$ cat src/rtl/muldiv_unit.sv
// Iterative multiply/divide unit with HI/LO registers: shift-add multiply, restoring divide.
// Define MULDIV_ACCUM_EN to enable the MADD/MSUBU accumulate opcodes.
module muldiv_unit #(
    parameter int WIDTH = 32
) (
    input  logic             clk,
    input  logic             reset,
    input  logic             start,
    input  logic [3:0]       operation,
    input  logic [WIDTH-1:0] rs,
    input  logic [WIDTH-1:0] rt,
    output logic             busy,
    output logic             done,
    output logic             div_zero,
    output logic [WIDTH-1:0] out,
    output logic [2:0]       state
);

    localparam logic [2:0] S_IDLE    = 3'd0;
    localparam logic [2:0] S_MUL_RUN = 3'd1;
    localparam logic [2:0] S_DIV_RUN = 3'd2;
    localparam logic [2:0] S_FIX     = 3'd3;
    localparam logic [2:0] S_DONE    = 3'd4;

    localparam logic [3:0] OP_MUL   = 4'b0000;
    localparam logic [3:0] OP_MULT  = 4'b0001;
    localparam logic [3:0] OP_MULTU = 4'b0010;
    localparam logic [3:0] OP_MADD  = 4'b0011;
`ifdef MULDIV_ACCUM_EN
    localparam logic [3:0] OP_MSUBU = 4'b0100;
`endif
    localparam logic [3:0] OP_DIV   = 4'b0101;
    localparam logic [3:0] OP_DIVU  = 4'b0110;
    localparam logic [3:0] OP_MFHI  = 4'b0111;
    localparam logic [3:0] OP_MFLO  = 4'b1000;
    localparam logic [3:0] OP_MTHI  = 4'b1001;
    localparam logic [3:0] OP_MTLO  = 4'b1010;

    localparam int CW = $clog2(WIDTH);
    localparam logic [CW-1:0] LAST_ITER = CW'(WIDTH - 1);

    function automatic logic is_mul_op(input logic [3:0] op);
`ifdef MULDIV_ACCUM_EN
        return op inside {OP_MUL, OP_MULT, OP_MULTU, OP_MADD, OP_MSUBU};
`else
        return op inside {OP_MUL, OP_MULT, OP_MULTU};
`endif
    endfunction

    logic [3:0]         op_q;
    logic [CW-1:0]      cnt;
    logic [2*WIDTH-1:0] acc;
    logic [2*WIDTH-1:0] mcand;
    logic [WIDTH-1:0]   mplier;
    logic [WIDTH-1:0]   hi;
    logic [WIDTH-1:0]   lo;
    logic               neg_a;
    logic               neg_b;

    logic               accept;
    logic               sign_op;
    logic               rs_neg;
    logic               rt_neg;
    logic [WIDTH-1:0]   rs_mag;
    logic [WIDTH-1:0]   rt_mag;
    logic [WIDTH:0]     div_diff;
    logic [2*WIDTH-1:0] prod_fix;
    logic [WIDTH-1:0]   quo_fix;
    logic [WIDTH-1:0]   rem_fix;

    assign accept   = start && (state == S_IDLE || state == S_DONE);
    assign busy     = (state == S_MUL_RUN) || (state == S_DIV_RUN) || (state == S_FIX);
    assign sign_op  = operation inside {OP_MUL, OP_MULT, OP_MADD, OP_DIV};
    assign rs_neg   = sign_op & rs[WIDTH-1];
    assign rt_neg   = sign_op & rt[WIDTH-1];
    assign rs_mag   = rs_neg ? -rs : rs;
    assign rt_mag   = rt_neg ? -rt : rt;

    // Divide keeps {remainder, dividend/quotient} in acc; dividend bits shift out the top of the low half.
    assign div_diff = {acc[2*WIDTH-1:WIDTH], acc[WIDTH-1]} - {1'b0, mplier};
    assign prod_fix = (neg_a ^ neg_b) ? -acc : acc;
    assign quo_fix  = (neg_a ^ neg_b) ? -acc[WIDTH-1:0] : acc[WIDTH-1:0];
    assign rem_fix  = neg_a ? -acc[2*WIDTH-1:WIDTH] : acc[2*WIDTH-1:WIDTH];

    always_ff @(posedge clk) begin
        if (reset) begin
            state    <= S_IDLE;
            done     <= 1'b0;
            div_zero <= 1'b0;
            out      <= '0;
            hi       <= '0;
            lo       <= '0;
            op_q     <= '0;
            cnt      <= '0;
            acc      <= '0;
            mcand    <= '0;
            mplier   <= '0;
            neg_a    <= 1'b0;
            neg_b    <= 1'b0;
        end else begin
            done     <= 1'b0;
            div_zero <= 1'b0;
            case (state)
                S_MUL_RUN: begin
                    if (mplier[0]) acc <= acc + mcand;
                    mcand  <= mcand << 1;
                    mplier <= mplier >> 1;
                    cnt    <= cnt + CW'(1);
                    if (cnt == LAST_ITER) state <= S_FIX;
                end
                S_DIV_RUN: begin
                    if (!div_diff[WIDTH]) acc <= {div_diff[WIDTH-1:0], acc[WIDTH-2:0], 1'b1};
                    else                  acc <= {acc[2*WIDTH-2:0], 1'b0};
                    cnt <= cnt + CW'(1);
                    if (cnt == LAST_ITER) state <= S_FIX;
                end
                S_FIX: begin
                    state <= S_DONE;
                    done  <= 1'b1;
                    case (op_q)
                        OP_MUL:           out      <= prod_fix[WIDTH-1:0];
                        OP_MULT, OP_MULTU: {hi, lo} <= prod_fix;
`ifdef MULDIV_ACCUM_EN
                        OP_MADD:          {hi, lo} <= {hi, lo} + prod_fix;
                        OP_MSUBU:         {hi, lo} <= {hi, lo} - prod_fix;
`endif
                        OP_DIV, OP_DIVU: begin
                            lo <= quo_fix;
                            hi <= rem_fix;
                        end
                        default: ;
                    endcase
                end
                S_DONE:  state <= S_IDLE;
                default: state <= S_IDLE;
            endcase

            // Only reachable from IDLE/DONE, so it never collides with the RUN/FIX branches above.
            if (accept) begin
                op_q  <= operation;
                neg_a <= rs_neg;
                neg_b <= rt_neg;
                cnt   <= '0;
                if (is_mul_op(operation)) begin
                    acc    <= '0;
                    mcand  <= {{WIDTH{1'b0}}, rs_mag};
                    mplier <= rt_mag;
                    state  <= S_MUL_RUN;
                end else if (operation == OP_DIV || operation == OP_DIVU) begin
                    if (rt == '0) begin
                        state    <= S_DONE;
                        done     <= 1'b1;
                        div_zero <= 1'b1;
                    end else begin
                        acc    <= {{WIDTH{1'b0}}, rs_mag};
                        mplier <= rt_mag;
                        state  <= S_DIV_RUN;
                    end
                end else begin
                    state <= S_DONE;
                    done  <= 1'b1;
                    case (operation)
                        OP_MFHI: out <= hi;
                        OP_MFLO: out <= lo;
                        OP_MTHI: hi  <= rs;
                        OP_MTLO: lo  <= rs;
                        default: ;
                    endcase
                end
            end
        end
    end

endmodule

$ cat config.mk
export PLATFORM = sky130hd
export DESIGN_NAME = muldiv_unit
export DESIGN_NICKNAME = d
export VERILOG_FILES = /design/src/rtl/muldiv_unit.sv
export SDC_FILE = /design/constraint.sdc
export NUM_CORES = 1
export LEC_CHECK = 0
export CORE_MARGIN = 4
export CORE_UTILIZATION = 60
export DETAILED_ROUTE_END_ITERATION = 6
export GPL_TIMING_DRIVEN = 0
export PLACE_DENSITY = 0.9
export SLEW_MARGIN = 20
export SYNTH_ARGS = -nofsm -noshare
export SYNTH_HDL_FRONTEND = slang
export SYNTH_SLANG_ARGS = --single-unit
$ cat constraint.sdc
create_clock -name clk -period 5.25 [get_ports clk]
set_input_delay 1.575 -clock clk [delete_from_list [all_inputs] [get_ports clk]]
set_output_delay 1.575 -clock clk [all_outputs]
set_load 0.05 [all_outputs]
==> results.md <==
- Status: complete, but fails checks
- Violated checks: design-rule violations
- Relative slew slack: 16.2%
- CTS buffer count: 31
- Mux cell area share after synthesis: 2.08%
- FILL cells: 2847
- EDFF count, synth: 0
- Max Clk Rate: 0.197 GHz
- Area after DPL: 0.0221 mm²
- Hold Crit Endpoint: mcand[60]$_SDFF_PP0_
- Starting density of the core: 60.9%
- Net Sw Frac: 30.6%
- Final Cell Area: 0.0233 mm²
- RSZ-0062 raised after global routing: false
- Max Root-Sink Buffers: 3
- # H-tree levels: 1
- CP Max Fanout: 10
- DR vias: 23.5k
- Total number of yosys warnings: 0
- Row Count: 67
- CTS tree: yes
- Leading area contributor after synthesis: dfxtp_1
- Fin util: 69.3%
- Post-Syn Area: 0.0205 mm²
- Area grow syn2layout: 13.7%
- Largest family of logic cells by synthesized area: compound AO/OA/AOI/OAI gates
- Core ar.: 0.0336 mm²
- WL final: 80200 µm
- Reg clk slew, reported paths: 0.06 ns
- Mean Syn Cell Area: 7.29 µm²
- Clock network power share: 42.3%
- Worst Setup End Kind: flip-flop
- Routed wire per std cell: 23.4 µm
- Sequential share of power: 36.8%
- Fin. Hold Viols: 0
- Reg2reg start: acc[31]$_SDFF_PP0_
- Die W: 193 µm
- FF-to-FF End: acc[0]$_SDFF_PP0_
- Synth Area in Compound Gates: 29.4%
- Port bufs: 105
- Hold path cells: 2
- Final period util: 96.8%
- Int Pwr: 4.11 mW
- Peak VDD IR: 223 µV
- Largest net degree at the start of global routing: 16
- Clock Sinks: 272
- Chip height: 193 µm
- HPWL after DPL: 61000 µm
- Xor and xnor area share after synthesis: 8.34%
- Synth cell types: 80
- GRT Util Overall: 41.2%
- ANT cells: 0
- Vias/cell: 6.85
- Drt drc: 1
- Top FF cell, synth: dfxtp_1
- Max-cap viol count: 0
- Psw: 1.82 mW
- Iteration-0 DRC Markers: 3032
- PwrDens: 254 mW/mm²
- First-pass DRT Iterations: 7
- Flops & latches, synth: 272
- Vias in the first global route: 22.1k
- Combinational power share: 20.9%
- Clock Tree Root: clkbuf_16
- Post-synthesis simple-gate area fraction: 22.0%
- Slew Viols, Final: 0
- Grt ovf: 0
- R2R depth: 15
- HP Class: flip-flop to flip-flop
- Hold_buf cts: 0
- Setup WS post-layout: 0.170 ns
- Post-Syn Instances: 2811
- Worst-Margin Slew: 1.25 ns
- Critical path startpoint category: input port
- Sequential-to-total area share from yosys stat: 26.6%
- Layout cells sized above 1: 4.00%
- I/O pin count: 109
- Post-synthesis async set-or-reset flop share: 0%
- Critical path required time: 5.76 ns
- Hold Startpoint: mcand[60]$_SDFF_PP0_
- Clk_lat worst skew: 0.59 ns
- Final nets: 3126
- Critical Path AT: 5.59 ns
- First-pass GRT wire length: 121000 µm
- Top cell type's share of synthesized area: 26.6%
- Setup Viol. Count Final: 0
- Place WS: -0.541 ns
- Die ar.: 0.0372 mm²
- Final GP Congestion: 1.06
- Post-Synth Adder-Cell Area: 6.36%
- Initial antenna violation count: 0
- Clock skew: 0.0143 ns
- Setup TNS: 0 ns
- Reg2Reg Setup Slack: 0.66 ns
- Post-Syn Nets: 2985
- CP Class: input port to flip-flop
- Synth area leaders: dfxtp_1, a21oi_1, nor2_1, nand2_1, ha_1
- Post-layout minimum cycle time: 5.08 ns
- Post-DRT Antenna Nets: 0
- Leak Pwr: 8.61 nW
-- placed cells by master, fill, tap and decap left out, types with 35 or more instances in the layout --
cell and count:
a211oi_1 90, a21o_1 65, a21oi_1 286, a22oi_1 45
a311oi_1 35, clkbuf_1 167, clkdlybuf4s50_1 105, dfxtp_1 272
ha_1 101, inv_1 79, nand2_1 344, nand3_1 37
nor2_1 362, nor2b_1 38, nor3_1 43, o21ai_0 132
xnor2_1 102, xor2_1 93
-- through the flow --
| stage | hold slack (ns) | instances | power, mW |
|---|---|---|---|
| floorplan | 0.436 | 2811 | 2.98 |
| global placement | 0.450 | 3364 | 3.36 |
| detailed placement | 0.460 | 3364 | 3.39 |
| CTS | 0.473 | 3422 | 5.84 |
| global route | 0.490 | 3425 | 6.07 |
| finish | 0.478 | 3425 | 5.93 |
-- kinds of logic (layout without fill, tap and decap cells) --
family,Yosys count,after routing
simple gates,1000,1000
fa+ha+maj,103,103
buf+inv,278,444
xor+xnor,195,195
mux,40,40
flops,272,272
compound gates,923,923
-- registers in the layout, summed over array words and instances, names as in the netlist, 3 cells and up --
signal,cells
mcand,64
acc,64
lo,32
mplier,32
cnt,5
op_q,4
hi,32
out,32
state,3
-- routing by layer --
metal / vias to the layer above / global-route usage [%] / part of all wire, %
met5: - / 0 / 0
met4: 0 / 28.5 / 9.0
met3: 514 / 11.6 / 12
met2: 1668 / 65.2 / 43
met1: 10800 / 48.3 / 36
li1: 10400 / - / -
-- synth_stat cells, types with 45 or more instances --
master and instances:
a211oi_1 90, a21o_1 65, a21oi_1 286, a22oi_1 45
clkbuf_1 161, dfxtp_1 272, ha_1 101, inv_1 79
nand2_1 344, nor2_1 362, o21ai_0 132, xnor2_1 102
xor2_1 93
-- repair_timing --
item / 4_1_cts / 5_1_grt
gates resized for setup: 0 / 2
endpoints found under the setup margin: 0 / 85
buffers inserted: 0 / 3
-- power groups by stage --
| stage | clock network [mW] | logic, mW | registers (mW) |
|---|---|---|---|
| finish | 2.51 | 1.24 | 2.18 |
| global route | 2.58 | 1.31 | 2.18 |
| CTS | 2.49 | 1.18 | 2.18 |
| detailed placement | 0 | 1.17 | 2.22 |
| global placement | 0 | 1.14 | 2.22 |
| floorplan | 0 | 0.781 | 2.20 |
-- how the worst max path moves through the flow --
| stage | startpoint | end | slack, ns | cells after the start |
|---|---|---|---|---|
| 2_1_floorplan | rs[9] | mcand[26]$_SDFF_PP0_ | 0.99 | 11 |
| 6_report | rt[2] | acc[40]$_SDFF_PP0_ | 0.17 | 14 |
| 5_1_grt | rt[2] | acc[40]$_SDFF_PP0_ | 0.06 | 14 |
| 3_3_place_gp | rt[2] | acc[40]$_SDFF_PP0_ | -0.45 | 13 |
| 3_5_place_dp | rt[2] | acc[40]$_SDFF_PP0_ | -0.54 | 13 |
| 4_1_cts | rt[2] | acc[40]$_SDFF_PP0_ | 0.03 | 13 |
-- worst max-delay path: stages --
cell             delay [ns]
clkdlybuf4s50_1        0.48
or4_1                  0.60
nor3_2                 0.34
nand4_1                0.14
buf_4                  0.18
nor4_4                 0.37
a31oi_1                0.20
o21ai_2                0.33
buf_4                  0.25
inv_1                  0.11
nor2_1                 0.26
buf_2                  0.38
o221ai_1               0.20
a21oi_1                0.17
-- final cells by class --
| type | count | area [µm²] | area share [%] |
|---|---|---|---|
| flip-flops and latches | 272 | 5450 | 23.4 |
| repair buffers | 108 | 1070 | 4.61 |
| clock inverters | 18 | 328 | 1.41 |
| plain buffers | 199 | 786 | 3.37 |
| well taps | 448 | 561 | 2.41 |
| inverters | 79 | 297 | 1.27 |
| multi-input cells | 2261 | 14000 | 60.0 |
| clock buffers | 40 | 840 | 3.60 |
Note: power is estimated with default switching activity, not from simulation.
